### src/rtl/cpu_pkg.sv
// Shared CPU definitions: program-counter width and type, default return-stack depth,
// and the per-cycle PC action decode used by pc_ctrl.
//
// Contents:
//   PC_W            program-counter width (16)
//   pc_t            program-counter word type
//   STACK_DEPTH_DEF default return-stack depth
//   pc_op_e         the single PC action that takes effect in a cycle
//   decode_op()     fixed-priority decode: halt > ret > call > jmp_load > pc_inc > hold
package cpu_pkg;

  localparam int unsigned PC_W            = 16;
  localparam int unsigned STACK_DEPTH_DEF = 4;

  typedef logic [PC_W-1:0] pc_t;

  typedef enum logic [2:0] {
    OpHold,
    OpInc,
    OpJmp,
    OpCall,
    OpRet,
    OpHalt
  } pc_op_e;

  function automatic pc_op_e decode_op(input logic halt, input logic ret, input logic call,
                                       input logic jmp_load, input logic pc_inc);
    pc_op_e op;
    if (halt) begin
      op = OpHalt;
    end else if (ret) begin
      op = OpRet;
    end else if (call) begin
      op = OpCall;
    end else if (jmp_load) begin
      op = OpJmp;
    end else if (pc_inc) begin
      op = OpInc;
    end else begin
      op = OpHold;
    end
    return op;
  endfunction

endpackage

### src/rtl/pc_stack.sv
// Return-address LIFO for pc_ctrl: storage, occupancy count and flags.
//
// Ports:
//   clk, rst_n  clock, asynchronous active-low reset (clears count and err only)
//   push        store push_data on top (dropped with err set when full)
//   pop         discard the top entry (err set when empty)
//   push_data   return address to store
//   top         most recently pushed entry (meaningless while empty)
//   empty/full  derived combinationally from the registered count
//   err         sticky overflow/underflow flag, cleared only by reset
// push and pop are never asserted together by pc_ctrl; push wins if they are.
module pc_stack
  import cpu_pkg::*;
#(
  parameter int unsigned STACK_DEPTH = STACK_DEPTH_DEF
) (
  input  logic clk,
  input  logic rst_n,
  input  logic push,
  input  logic pop,
  input  pc_t  push_data,
  output pc_t  top,
  output logic empty,
  output logic full,
  output logic err
);

  localparam int unsigned AW = $clog2(STACK_DEPTH);
  localparam int unsigned CW = AW + 1;

  logic [CW-1:0] count_q, count_d;
  logic          err_q, err_d;
  logic [AW-1:0] wr_idx, rd_idx;
  pc_t           mem_q [STACK_DEPTH];

  assign empty  = (count_q == '0);
  assign full   = (count_q == CW'(STACK_DEPTH));
  assign err    = err_q;

  // Power-of-two depth: the low count bits address the next free slot, and
  // the slot below it is the top.
  assign wr_idx = count_q[AW-1:0];
  assign rd_idx = wr_idx - AW'(1);
  assign top    = mem_q[rd_idx];

  always_comb begin
    count_d = count_q;
    err_d   = err_q;
    if (push) begin
      if (full) begin
        err_d = 1'b1;
      end else begin
        count_d = count_q + CW'(1);
      end
    end else if (pop) begin
      if (empty) begin
        err_d = 1'b1;
      end else begin
        count_d = count_q - CW'(1);
      end
    end
  end

  always_ff @(posedge clk or negedge rst_n) begin
    if (!rst_n) begin
      count_q <= '0;
      err_q   <= 1'b0;
    end else begin
      count_q <= count_d;
      err_q   <= err_d;
    end
  end

  // Entry contents are not reset; they are unobservable until written.
  always_ff @(posedge clk) begin
    if (push && !full) begin
      mem_q[wr_idx] <= push_data;
    end
  end

endmodule

### src/rtl/pc_ctrl.sv
// Program-counter controller with optional return-address stack.
//
// Build option: define PC_CTRL_STACK_EN to include the return stack (pc_stack).
// Without it, call behaves as jmp_load, ret does nothing but still outranks
// lower-priority actions, and the stack flags are tied off.
//
// Ports:
//   clk, rst_n   clock, asynchronous active-low reset
//   pc_inc       advance pc by one (wraps at 0xFFFF)
//   jmp_load     load jmp_addr into pc on the next edge
//   jmp_addr     jump / call target
//   call         push current pc, load jmp_addr
//   ret          pop return address into pc
//   halt         freeze pc and stack
//   pc           registered program counter
//   stack_empty  no return addresses held
//   stack_full   STACK_DEPTH return addresses held
//   stack_err    sticky overflow/underflow flag
// Only the highest-priority asserted action takes effect:
// halt > ret > call > jmp_load > pc_inc > hold.
module pc_ctrl
  import cpu_pkg::*;
#(
  parameter int unsigned STACK_DEPTH = STACK_DEPTH_DEF
) (
  input  logic clk,
  input  logic rst_n,
  input  logic pc_inc,
  input  logic jmp_load,
  input  pc_t  jmp_addr,
  input  logic call,
  input  logic ret,
  input  logic halt,
  output pc_t  pc,
  output logic stack_empty,
  output logic stack_full,
  output logic stack_err
);

  if (STACK_DEPTH < 2 || STACK_DEPTH > 16 || (STACK_DEPTH & (STACK_DEPTH - 1)) != 0) begin : g_bad_depth
    $error("pc_ctrl: STACK_DEPTH must be a power of two in 2..16");
  end

  pc_op_e op_raw, op;
  pc_t    pc_q, pc_d;
  pc_t    ret_pc;

  assign op_raw = decode_op(halt, ret, call, jmp_load, pc_inc);

`ifdef PC_CTRL_STACK_EN
  pc_t stack_top;

  assign op = op_raw;

  pc_stack #(
    .STACK_DEPTH(STACK_DEPTH)
  ) u_pc_stack (
    .clk      (clk),
    .rst_n    (rst_n),
    .push     (op == OpCall),
    .pop      (op == OpRet),
    .push_data(pc_q),
    .top      (stack_top),
    .empty    (stack_empty),
    .full     (stack_full),
    .err      (stack_err)
  );

  // Underflowing ret holds pc; the stack records the error.
  assign ret_pc = stack_empty ? pc_q : stack_top;
`else
  assign op          = (op_raw == OpCall) ? OpJmp : op_raw;
  assign ret_pc      = pc_q;
  assign stack_empty = 1'b1;
  assign stack_full  = 1'b0;
  assign stack_err   = 1'b0;
`endif

  always_comb begin
    pc_d = pc_q;
    case (op)
      OpInc:          pc_d = pc_q + pc_t'(1);
      OpJmp, OpCall:  pc_d = jmp_addr;
      OpRet:          pc_d = ret_pc;
      default:        pc_d = pc_q;
    endcase
  end

  always_ff @(posedge clk or negedge rst_n) begin
    if (!rst_n) begin
      pc_q <= '0;
    end else begin
      pc_q <= pc_d;
    end
  end

  assign pc = pc_q;

endmodule

### config.mk
export PLATFORM = sky130hd
export DESIGN_NAME = pc_ctrl
export DESIGN_NICKNAME = d
export VERILOG_FILES = /design/src/rtl/cpu_pkg.sv /design/src/rtl/pc_stack.sv /design/src/rtl/pc_ctrl.sv
export SDC_FILE = /design/constraint.sdc
export NUM_CORES = 1
export LEC_CHECK = 0
export CORE_MARGIN = 4
export CORE_UTILIZATION = 42
export CTS_CLUSTER_SIZE = 8
export DETAILED_ROUTE_END_ITERATION = 16
export PLACE_DENSITY = 0.79
export SLEW_MARGIN = 15
export SYNTH_ARGS = -nofsm -noshare
export SYNTH_HDL_FRONTEND = slang
export SYNTH_SLANG_ARGS = --single-unit
### constraint.sdc
create_clock -name clk -period 1.9 [get_ports clk]
set_clock_uncertainty 0.05 [all_clocks]
set_input_delay 0.475 -clock clk [delete_from_list [all_inputs] [get_ports clk]]
set_output_delay 0.475 -clock clk [all_outputs]
set_load 0.02 [all_outputs]
== Yosys cells after proc, flatten, opt, wreduce, memory -nomap -nowiden ==
Cells that the tools add are included.
Widths: inputs -> output; s select.

* Add/subtract/negate cells: 1
* Eq/ne operators: 4
* Multiplexer cells: 7
* Reductions and logical operators: 2

{| class="wikitable"
|+ Operator list
! kind !! count
|-
| $pmux 16 s2 || 1
|-
| $add 16x1->16 const B || 1
|-
| $eq 3x2->1 const B || 3
|-
| $mux 3 || 3
|-
| $mux 2 || 2
|-
| $eq 3x1->1 const B || 1
|-
| $reduce_bool 2->1 || 1
|-
| $reduce_or 2->1 || 1
|-
| $mux 1 || 1
|}

* Flip-flop bits (word level): 16
* Input port bits: 23
* Output and inout bits: 19
* Logic and storage cells: 15

== Depth between registers and ports, before layout ==
Gate-level depths: netlist (run 1).

* Depth after elaboration: 10
* Mapped depth: 5

== Least setup slack after synthesis (run 1) ==
Ideal clock, no wire load.

* Kind: in2reg
* Start point: in halt
* End point: reg pc_q[15], in the netlist pc[15]
* Setup time: 69 ps
* Arrival: 1781 ps
* Setup slack: 0 ps
* Stages: 5
* Path through: nand4bb_1 > buf_2 > or4_4 > or4_1 > nand3_1

* Word-level cells in the longest chain between the ends: 6
* Elaborated cells on any way between the ends: 9
* Those cells by class: 4 x eq/ne; 3 x mux; 2 x reduce/logical

{| class="wikitable"
|+ Ends and longest elaborated chain
! item !! line !! source
|-
| start: declaration || pc_ctrl.sv:33 || <nowiki>input logic halt,</nowiki>
|-
| $mux 3 (*) || cpu_pkg.sv:29 || <nowiki>if (halt) begin</nowiki>
|-
| $eq 3x2->1 || pc_ctrl.sv:72 || <nowiki>assign op = (op_raw == OpCall) ? OpJmp : op_raw;</nowiki>
|-
| $mux 3 (*) || pc_ctrl.sv:72 ||
|-
| $eq 3x2->1 || pc_ctrl.sv:81 || <nowiki>case (op)</nowiki>
|-
| $reduce_or 2->1 || pc_ctrl.sv:81 ||
|-
| $pmux 16 s2 or $reduce_bool 2->1 (tied branches) || n/a ||
|-
| end signal: assignment || pc_ctrl.sv:93 || <nowiki>pc_q <= pc_d;</nowiki>
|-
| end: declaration || pc_ctrl.sv:45 || <nowiki>pc_t pc_q, pc_d;</nowiki>
|}

Mark *: on every way between the ends. The rest lies on a longest branch, timed or not.
A chain may end at the register's enable or synchronous reset.

== Final worst setup path (run 1) ==
* Start point: in ret
* End point: reg pc_q[15], in the netlist pc[15]

* Word-level cells in the longest chain between the ends: 7
* Elaborated cells on any way between the ends: 10
* Those cells by class: 4 x eq/ne; 4 x mux; 2 x reduce/logical

{| class="wikitable"
|+ Ends and longest elaborated chain
! item !! line !! source
|-
| start: declaration || pc_ctrl.sv:32 || <nowiki>input logic ret,</nowiki>
|-
| $mux 3 (*) || cpu_pkg.sv:31 || <nowiki>end else if (ret) begin</nowiki>
|-
| $mux 3 (*) || cpu_pkg.sv:29 ||
|-
| $eq 3x2->1 || pc_ctrl.sv:72 ||
|-
| $mux 3 (*) || pc_ctrl.sv:72 ||
|-
| $eq 3x2->1 || pc_ctrl.sv:81 ||
|-
| $reduce_or 2->1 || pc_ctrl.sv:81 ||
|-
| $pmux 16 s2 or $reduce_bool 2->1 (tied branches) || n/a ||
|}

Marked as above.

==> metrics.cfg, run 1 <==
[status]
run_status = completed

[cells_and_area]
number_of_nets_in_the_finished_design = 196
final_layout_size_suffix_gt1_frac = 0.164
layout_commonest_cell = clkdlybuf4s50_1
antenna-diode-count = 0
syn2layout_area_growth_pct = 58.3
mostFrequentLayoutCells = clkdlybuf4s50_1 (23), buf_4 (18), dfrtp_1 (15)
largest_register_ffs = 16
fin_cells = 199

[clock_network]
cts_tree = yes
cts_root_buf = clkbuf_4
insertion_delay_ns = 0.30
htreeDepth = 1
cts.hold.buffers_added = 0
post-cts-setup-buffer-count = 0
clock_tree.buffer_depth = 2
cts_num_sinks = 16
cts_made_buffers = 3
clk_transition_reported_paths_ns = 0.10

[setup_path]
timing.critical_path.arrival_ns = 2.06
startpoint_type = input port
critPathKind = input port to register
path_max_fanout = 2
cp-end-kind = register
cp_data_required_time_ns = 2.09

[synthesis]
synth_area_per_cell_um2 = 8.53
synthDominantCellAreaShare = 0.401
yosysSeqAreaShare = 0.401
share_of_synthesized_flip_flops_with_an_asynchronous_set_or_reset = 1.00
ys_ff_latch = 16
synthesis.yosys.warnings = 0
ys_dominant_reg_cell = dfrtp_1
number_of_enable_type_register_cells_in_the_synthesized_netlist = 0
post_synth_inst_count = 117
yosysTopAreaCell = dfrtp_1
synthTopCellsByArea = dfrtp_1 (40%), nand2_1 (5.3%), xnor2_1 (5.3%)
yosys.cell_types.count = 38
syn_area_um2 = 998

[global_route]
grt_remaining_overflow = 0
grt_pass1_wl_um = 4930
groute.usage.overall = 0.193
vias_in_the_first_global_route = 1109
grt_antenna_before_repair = 0
maximum_number_of_pins_on_one_net_before_global_route_repair = 17

[timing]
post-route-period-util = 0.984
timing_hold_violations_final = 0
final-setup-viol-count = 0
timing.final.crit_period_ns = 1.87
setup-tns-final_ns = 0
max_freq_mhz = 535
final-max-slew-violation-count = 0

[drt]
post-route-drc-count = 0
detail_route.iter0.violations = 52
postRouteAntennaNets = 0
post_drt_wl_per_cell_um = 14.8
post_drt_via_cell_ratio = 5.65
routed_wl_um = 2940
num_vias = 1125
drtPass1Iterations = 4

[placed_design]
gp_congestion = 0.914
detailedPlacementHpwl_um = 2240
post-place-cells = 195
io_buffer_count = 38

[power]
power.density_cell_area_nw_per_um2 = 720
peakVddDrop_v = 0.000644
p_leak_nw = 0.705
p_total_mw = 1.14

[die]
dieWidth_um = 56.8
floorplan_row_count = 17
floorplan.initialDensity = 0.447
dieHeight_um = 56.8
placeableCoreArea_um2 = 2230
top_level_ports = 42
dieArea_um2 = 3220

[run]
cap_violations = 0

[worst_hold_path]
hold_class = input port to async pin

-- worst max-delay path, stage by stage --
cell and delay [ns]:
dlygate4sd2_1 0.24, nand4bb_4 0.22, or4_4 0.55, or4_1 0.48
nand3_1 0.09
-- final cells by class --
class                           count  area [um^2]
Inverter                            2         7.51
Fill cell                         179          653
Multi-Input combinational cell     93          577
Clock buffer                        4         36.3
Timing Repair Buffer               56          523
Tap cell                           28         35.0
Sequential cell                    16          402
-- worst paths after layout --
path	startpoint	to	slack, ns	cells past startpoint
setup / recovery	ret	pc[15]	0.03	5
hold / removal	rst_n	pc[11]	0.42	2
setup reg to reg	pc[2]	pc[15]	0.09	4
hold reg to reg	pc[15]	pc[15]	0.53	2
max in group asynchronous	rst_n	pc[5]	1.18	2
min in group clk	pc[15]	pc[15]	0.53	2
-- logic make-up after synthesis --
logic type,count (synthesis),share of synthesized area
other cells,2,0.00752
xor+xnor,7,0.0614
mux,2,0.0201
buf+inv,9,0.0464
compound gates,25,0.164
simple gates,55,0.287
fa+ha+maj,1,0.0125
flops,16,0.401
-- cells in the mapped netlist, drive strengths merged, types with 2 or more instances --
library cell,n
inv,2
o21ai,8
a211oi,3
xnor2,6
conb,2
mux2i,2
o22ai,2
buf,4
nor2,12
or4,2
nor3,4
or3,2
nand2,14
or2,2
a311oi,3
a21oi,3
nand4,4
nor4,2
dfrtp,16
clkbuf,3
and3,3
nand3,6
-- per-layer routing --
metal / vias up / track usage / wire, um / part of all wire
met4: 0 / 0.106 / 103 / 0.035
met1: 518 / 0.232 / 1160 / 0.39
li1: 527 / - / - / -
met2: 68 / 0.310 / 1400 / 0.48
met3: 12 / 0.0483 / 277 / 0.094
met5: - / 0 / 0 / 0
-- power by group --
part           internal [mW]  switching [mW]
sequential             0.397          0.0821
combinational          0.209           0.214
clock                  0.117           0.118
total                  0.724           0.414
-- what timing repair did --
item / CTS / global route
pin swaps: 4 / 0
gates resized for setup: 8 / 9
endpoints found under the setup margin: 6 / 8
-- stage by stage --
step                cell area (um^2)  hold WS (ns)  utilization  worst slack [ns]
floorplan                       1000         0.129            -         0.0000968
global placement                1520         0.503        0.680            -0.333
detailed placement              1520         0.514        0.680            -0.378
CTS                             1550         0.434        0.692           0.00291
global route                    1580         0.440        0.708         -0.000942
finish                          1580         0.425        0.708            0.0311
Power figures use the tool's default switching activity.
==> inputs of run 2 (changes only) <==
--- a/config.mk
+++ b/config.mk
@@ -10,6 +10,7 @@
 export CTS_CLUSTER_SIZE = 8
 export DETAILED_ROUTE_END_ITERATION = 16
 export PLACE_DENSITY = 0.79
+export RECOVER_POWER = 100
 export SLEW_MARGIN = 15
 export SYNTH_ARGS = -nofsm -noshare
 export SYNTH_HDL_FRONTEND = slang
==> run 2 against run 1 <==
Compared with the run above:
- sequential power is essentially flat
- total power shrank 3.0%
- setup slack lost 0.0018 ns
- clock power is essentially flat
- maximum frequency is essentially flat
- via count shrank 2.0%
- register-to-register slack is essentially flat
==> metrics.cfg, run 2 (synthesis gave the netlist of run 1 again) <==
[timing]
final-max-slew-violation-count = 0
max_freq_mhz = 535
layout_setup_ws_ns = 0.0293
setup-tns-final_ns = 0
timing_worst_slew_pin_value_ns = 0.882
slew-limit-headroom = 0.412
final-setup-viol-count = 0
timing_hold_violations_final = 0
timing.final.crit_period_ns = 1.87
post-route-period-util = 0.985

[run]
cap_violations = 0

[setup_path]
worst_path_largest_cell_delay_ns = 0.55
cp_data_required_time_ns = 2.09
critical_path_buf_inv_count = 1
cpMaxStageDelayCell = or4_4
reg2reg_from = pc[2]
cp-end-kind = register
critPathKind = input port to register
path_max_fanout = 2
timing.critical_path.arrival_ns = 2.06
crit_path_cell_trace = dlygate4sd2_1 > nand4bb_4 > or4_4 > or4_1 > nand3_1
startpoint_type = input port
launch_point_of_the_worst_path = ret
critical-path-top-delay-family = simple AND/OR/NAND/NOR gates

[placed_design]
detailedPlacementHpwl_um = 2240
gp_congestion = 0.914
post-place-cells = 195
io_buffer_count = 38
dpl_worst_slack_ns = -0.378

[cells_and_area]
final_layout_size_suffix_gt1_frac = 0.146
postLayoutCoreUtil = 0.672
n_fill_cell = 201
syn2layout_area_growth_pct = 50.4
number_of_nets_in_the_finished_design = 196
mostFrequentLayoutCells = clkdlybuf4s50_1 (21), dfrtp_1 (15), nand2_1 (14), buf_4 (14), nor2_1 (12)
layout_commonest_cell = clkdlybuf4s50_1
antenna-diode-count = 0
largest_register_ffs = 16
fin_cells = 199

[drt]
num_vias = 1103
routed_wl_um = 2870
detail_route.iter0.violations = 44
drtPass1Iterations = 4
post_drt_wl_per_cell_um = 14.4
post_drt_via_cell_ratio = 5.54
post-route-drc-count = 0
postRouteAntennaNets = 0

[worst_hold_path]
hp-start = pc[15]
hold_class = register to register

[status]
run_status = completed

[global_route]
maximum_number_of_pins_on_one_net_before_global_route_repair = 17
grt_remaining_overflow = 0
grt_antenna_before_repair = 0
vias_in_the_first_global_route = 1109
groute.usage.overall = 0.193
grt_pass1_wl_um = 4930

[clock_network]
cts_num_sinks = 16
cts_tree = yes
cts_made_buffers = 3
clock_tree.buffer_depth = 2
htreeDepth = 1
clk_transition_reported_paths_ns = 0.09
cts_root_buf = clkbuf_4
insertion_delay_ns = 0.30

[power]
power.density_cell_area_nw_per_um2 = 735
p_total_mw = 1.10
peakVddDrop_v = 0.000633
p_leak_nw = 0.610

[die]
dieArea_um2 = 3220
floorplan_row_count = 17
floorplan.initialDensity = 0.447
dieWidth_um = 56.8
top_level_ports = 42
dieHeight_um = 56.8
placeableCoreArea_um2 = 2230

-- run 2: cell count changes in the layout (fill, tap and decap cells not counted), sizes merged --
cell / change
clkdlybuf4s50: -2
dlymetal6s2s: -7
dlygate4sd3: +2
buf: -4
clkbuf: +11
-- run 2: stage by stage --
| step | hold slack [ns] | area [um^2] |
|---|---|---|
| after floorplan | 0.129 | 1000 |
| after global placement | 0.503 | 1520 |
| after detailed placement | 0.514 | 1520 |
| after CTS | 0.434 | 1550 |
| after global routing | 0.565 | 1500 |
| final | 0.536 | 1500 |
-- run 2: final timing paths --
path                       endpoint  slack [ns]  depth (start not counted)
setup / recovery             pc[15]        0.03                          5
hold / removal               pc[15]        0.54                          2
setup reg to reg             pc[15]        0.10                          4
hold reg to reg              pc[15]        0.54                          2
max in group asynchronous     pc[5]        0.46                          2
min in group asynchronous    pc[11]        0.74                          2
-- run 2: power breakdown --
group	leakage (nW)	total (mW)	internal (mW)	switching (mW)
Sequential	0.181	0.480	0.397	0.0828
Combinational	0.408	0.391	0.178	0.212
Clock	0.0210	0.233	0.117	0.116
Total	0.610	1.10	0.693	0.411
-- run 2: repair_timing --
action,in CTS,in global routing
endpoints found under the hold margin,0,0
setup buffers,0,0
pin swaps,4,0
hold buffers,0,0
endpoints found under the setup margin,6,8
gates resized for setup,8,9
-- run 2: layout make-up --
cell class / count / area (um^2) / share of cell area
clock buffer: 4 / 36.3 / 0.0242
timing repair buffer: 56 / 449 / 0.299
inverter: 2 / 7.51 / 0.00500
multi-input combinational: 93 / 572 / 0.381
sequential: 16 / 402 / 0.267
tap: 28 / 35.0 / 0.0233
-- run 2: tightest hold or removal path: stages, from the launching register on --
cell and delay [ns]:
dfrtp_1 0.37, or4_1 0.11, nand3_1 0.07
-- run 2: routing by layer --
| metal | global-route usage | up-vias | routed length, um |
|---|---|---|---|
| li1 | - | 531 | - |
| met1 | 0.232 | 510 | 1170 |
| met2 | 0.310 | 53 | 1380 |
| met3 | 0.0483 | 9 | 225 |
| met4 | 0.106 | 0 | 93 |
| met5 | 0 | - | 0 |
==> patch 1 (config.mk and constraints of run 1) <==
`PC_W`: 16 -> 32. Comments in the files are not updated.
--- a/src/rtl/cpu_pkg.sv
+++ b/src/rtl/cpu_pkg.sv
@@ -9,7 +9,7 @@
 //   decode_op()     fixed-priority decode: halt > ret > call > jmp_load > pc_inc > hold
 package cpu_pkg;
 
-  localparam int unsigned PC_W            = 16;
+  localparam int unsigned PC_W            = 32;
   localparam int unsigned STACK_DEPTH_DEF = 4;
 
   typedef logic [PC_W-1:0] pc_t;
Interface: changed (resized jmp_addr and pc); port bits go from 42 to 74. The function was not compared with the original's and may differ.
==> patch 1 against run 1 <==
- sequential cell count grew 16
- synthesized area is 100% higher
- routed wire length is 100% higher
- register-to-register slack improved by 0.04 ns
- combinational power rose by 88%
- design area increased by 98%
- critical path type is now reg -> out
- critical path depth down 4
- worst setup slack better by 0.012 ns
- worst hold slack gained 0.045 ns
- sequential share of layout area increased by 0.27 points
- total power grew 98%
- die area is 84% higher
- critical endpoint is now pc[30]
==> patch 1: results (changes against run 1) <==
Clock tree
  • CTS resizes: 16 (was 8)
  • Clock slew at reported path FFs: 0.07 ns (was 0.10 ns)
  • CTS Buf Count: 5 (was 3)
  • Clock Latency Late Sink: 0.29 ns
  • Root Buffer: clkbuf_8 (was clkbuf_4)
  • CTS H-tree lvls: 2 (was 1)

Yosys
  • Post-Synth Adder-Cell Area: 0.00626 (was 0.0125)
  • Post-synthesis xor/xnor area fraction: 0.0745 (was 0.0614)
  • Seq/Total Area, Yosys: 0.401 (about the same)
  • Synthesized flop and latch total: 32 (was 16)
  • Synth cell types: 45 (was 38)
  • Largest cells by area after synthesis: dfrtp_1 40%, nand2_1 6.2%, o21ai_0 5.5%, xor2_1 4.8%, nand4_1 4.7% (was dfrtp_1 40%, nand2_1 5.3%, xnor2_1 5.3%, nor2_1 4.5%, nand3_1 3.0%)

Worst setup path
  • Critical path's largest stage delay: 0.63 ns (was 0.55 ns)
  • Crit Path Max Fanout: 5 (was 2)
  • R2R cell count: 5 (was 4)
  • Reg2reg setup slack: 0.13 ns (was 0.09 ns)
  • Critical path's slowest cell: clkdlybuf4s50_1 (was or4_4)
  • Crit path DAT: 1.33 ns (was 2.06 ns)
  • R2r startpoint: pc[16] (was pc[2])
  • Top Family by Delay on Critical Path: buffers and inverters (was simple AND/OR/NAND/NOR gates)

Status
  • Status: complete, no violations (unchanged)

Placement
  • Placed Instances: 380 (was 195)
  • Port Buffers: 70 (was 38)
  • Area post-placement: 3000 sq um (was 1520 sq um)
  • Pre-CTS setup slack: -0.344 ns (was -0.378 ns)
  • Gpl congestion: 0.855 (was 0.914)

Layout
  • Bufs w/o clock: 109 (was 56)
  • Number of flip-flops in the largest register: 32 (was 16)
  • Clk_buf instances: 6 (was 4)
  • Filler-free cell count of the finished design: 387 (was 199)
  • Design area: 3120 sq um (was 1580 sq um)
  • #MultiIn Comb: 185 (was 93)
  • Clk cell area share: 0.0248 (was 0.0230)
  • Register share of the cell area: 0.257 (was 0.254)
  • Multi-input logic area: 1140 sq um (was 577 sq um)

Power and ir drop
  • P_int: 1.44 mW (was 0.724 mW)
  • Max VDD drop: 428 uV (was 644 uV)
  • Clk pwr: 0.500 mW (was 0.235 mW)
  • LEAKAGE: 1.39 nW (was 0.705 nW)
  • Comb pwr: 0.797 mW (was 0.423 mW)
  • Tot Pwr: 2.25 mW (was 1.14 mW)

Global routing
  • Global-route wire length before repair: 9.80 mm (was 4.93 mm)
  • Largest net degree at the start of global routing: 33 (was 17)
  • Total Routing Usage GR: 0.204 (was 0.193)

Detailed routing
  • Vias per inst: 5.51 (was 5.65)
  • Routed WL per cell: 15.4 um (was 14.8 um)

STA
  • Hold_ws: 0.470 ns (was 0.425 ns)

Worst hold path
  • HP Class: reg -> reg (was in -> async)
-- patch 1: changes by cell type after synthesis, moves of 5 or more --
cell            run 1  this run
a21oi_1             3         8
dfrtp_1            16        32
nand2_1            14        33
nand3_1             6        18
nand4_1             4        15
o21ai_0             4        22
xor2_1              1        11
-- patch 1: worst max-delay path by stage --
| stage | cells after the start | end | slack (ns) | startpoint |
|---|---|---|---|---|
| after CTS | 1 | pc[16] | 0.0003 | pc[16] |
| after global placement | 6 | pc[17] | -0.30 | pc_inc |
| after floorplan | 7 | pc[30] | 0.09 | pc[0] |
| final | 1 | pc[30] | 0.04 | pc[30] |
| after detailed placement | 8 | pc[7] | -0.34 | pc_inc |
| after global routing | 8 | pc[7] | 0.003 | halt |
-- patch 1: per-layer routing --
metal  global-route usage  part of all wire  up-vias
met3               0.0480             0.073        6
li1                     -                 -     1053
met4               0.0765             0.013        0
met1                0.254              0.43      998
met5                    0                 0        -
met2                0.344              0.48       76
==> patch 2 (settings of run 1) <==
Without the edit above. Make the reset (`rst_n`) synchronous in one clocked block. Comments in the files are not updated.
--- a/src/rtl/pc_ctrl.sv
+++ b/src/rtl/pc_ctrl.sv
@@ -86,7 +86,7 @@
     endcase
   end
 
-  always_ff @(posedge clk or negedge rst_n) begin
+  always_ff @(posedge clk) begin
     if (!rst_n) begin
       pc_q <= '0;
     end else begin
Formal check against the unedited RTL: differs if rst_n is asserted again (counterexample within 4 cycles, from zero or initial values and one cycle with rst_n low); with rst_n held inactive, the same outputs for 10 cycles.
==> patch 2 against run 1 <==
- register-to-register slack better by 0.09 ns
- design area is 9.8% lower
- routed wire length is 11% lower
- sequential cell count stayed put
- worst setup slack better by 0.031 ns
- global-route usage is 0.16 points higher
- core utilization is 0.43 points higher
- synthesized area is 9.4% lower
- critical path type is now reg -> out
- critical endpoint is now pc[2]
- highest routed layer unchanged
Power is not compared: it rests on default switching activity, and its combinational part moved more than twofold at a synthesized area within 25%.
==> patch 2: results (changes against run 1) <==
Worst setup path
  • Critical path's slowest cell: clkdlybuf4s50_1 (was or4_4)
  • Critical path's largest stage delay: 0.63 ns (was 0.55 ns)
  • Crit path DAT: 1.31 ns (was 2.06 ns)
  • R2r startpoint: pc[0] (was pc[2])
  • R2R cell count: 5 (was 4)
  • Top Family by Delay on Critical Path: buffers and inverters (was simple AND/OR/NAND/NOR gates)
  • Crit Path Max Fanout: 4 (was 2)
  • Worst Setup SP: pc[2] (was ret)

Detailed routing
  • Initial DRT Pass Iterations: 4 (unchanged)
  • Initial drt markers: 8 (was 52)
  • Post-Route WL: 2.62 mm (was 2.94 mm)
  • WL met2: 1.33 mm (was 1.40 mm)
  • Met3 WL: 129 um (was 277 um)
  • WL met1: 1.10 mm (was 1.16 mm)
  • Top Layer Used: met4 (unchanged)
  • Vias per inst: 5.39 (was 5.65)

Layout
  • Number of flip-flops in the largest register: 16 (unchanged)
  • Filler-free cell count of the finished design: 189 (was 199)
  • Nets@finish: 187 (was 196)
  • Ant. Diodes: 0 (unchanged)
  • Share of cells above drive strength 1: 0.123 (was 0.164)

Yosys
  • Largest cells by area after synthesis: dfxtp_1 35%, xnor2_1 9.7%, o21ai_0 8.3%, a21oi_1 7.2%, nand4_1 3.5% (was dfrtp_1 40%, nand2_1 5.3%, xnor2_1 5.3%, nor2_1 4.5%, nand3_1 3.0%)
  • Synth cell types: 29 (was 38)
  • Ys Warns: 0 (unchanged)
  • Ys async rst share: 0 (was 1.00)
  • Seq/Total Area, Yosys: 0.354 (was 0.401)
  • Syn Inst Count: 114 (was 117)
  • Synth top cells by count: 16 x dfxtp_1, 15 x o21ai_0, 13 x a21oi_1, 10 x xnor2_1 (was 16 x dfrtp_1, 14 x nand2_1, 12 x nor2_1, 6 x nand3_1, 6 x xnor2_1)

Clock tree
  • Worst-case clock buffer depth: 2 (unchanged)
  • CTS Buf Count: 3 (unchanged)
  • Clock Latency Late Sink: 0.29 ns
  • Clock slew at reported path FFs: 0.09 ns
  • CTS H-tree lvls: 1 (unchanged)
  • Root Buffer: clkbuf_4 (unchanged)

Power and ir drop
  • Max VDD drop: 479 uV
  • LEAKAGE: a little over 0.6 nW

Global routing
  • Initial antenna violation count: 0 (unchanged)
  • Global-route wire length before repair: 4.12 mm (was 4.93 mm)
  • Total Routing Usage GR: 0.194 (was 0.193)
  • Vias in the first global route: 959 (was 1,109)
  • Largest net degree at the start of global routing: 12 (was 17)

Placement
  • Detail Placement HPWL: 2.02 mm (was 2.24 mm)
  • Area post-placement: 1370 sq um (was 1520 sq um)
  • Port Buffers: 38 (unchanged)
  • Pre-CTS setup slack: -0.309 ns (was -0.378 ns)
  • Gpl congestion: 0.858 (was 0.914)

Status
  • Status: complete, no violations (unchanged)

Worst hold path
  • Worst Hold Launch: pc[14]
  • Hold Crit Depth: 2
  • HP Class: reg -> reg (was in -> async)

Flow run
  • Max Cap Viol: 0 (unchanged)
patch 2: changes by cell type in the layout (fill, tap and decap cells not counted), sizes merged, moves of 4 or more:
cell                  run 1  this run
clkdlybuf4s50            23        27
dlygate4sd2               8         4
nor2                     12         3
buf                      18        12
a21oi                     3        13
dfrtp                    16         0
nand2                    14         6
xnor2                     6        10
dfxtp                     0        16
o21ai                     8        15
patch 2: where the power goes:
group	switching (mW)	total, mW	internal (mW)
logic	0.0854	0.191	0.105
registers	0.0262	0.382	0.356
clock network	0.111	0.228	0.117
patch 2: path summary, 6_finish.rpt:
| kind | slack [ns] | endpoint |
|---|---|---|
| setup / recovery | 0.06 | pc[2] |
| hold / removal | 0.49 | pc[14] |
| setup reg to reg | 0.18 | pc[14] |
| hold reg to reg | 0.49 | pc[14] |
patch 2: what timing repair did:
item                       in CTS  in global routing
pin swaps                       0                  2
setup endpoints to repair       4                 10
resized for setup               4                  8
setup buffers                   0                  0
patch 2: routing by layer:
metal | global-route usage | up-vias
li1 | - | 511
met1 | 0.235 | 475
met2 | 0.313 | 27
met3 | 0.0436 | 6
met4 | 0.112 | 0
met5 | 0 | -
patch 2: cell type report:
type | count | area (sq um)
clock buffers | 4 | 36.3
fillers | 166 | 577
inverters | 4 | 15.0
multi-input cells | 88 | 537
flip-flops and latches | 16 | 320
well taps | 27 | 33.8
repair buffers | 50 | 483
patch 2: cell families (layout without fill, tap and decap cells):
logic type / Yosys count / after routing / synth area share
adder cells (fa/ha/maj): 1 / 1 / 0.0138
other: 2 / 3 / 0.00830
AO/OA/AOI/OAI: 32 / 32 / 0.188
buffers and inverters: 11 / 58 / 0.0622
flip-flops: 16 / 16 / 0.354
XOR/XNOR: 12 / 12 / 0.116
AND/OR/NAND/NOR: 40 / 40 / 0.257
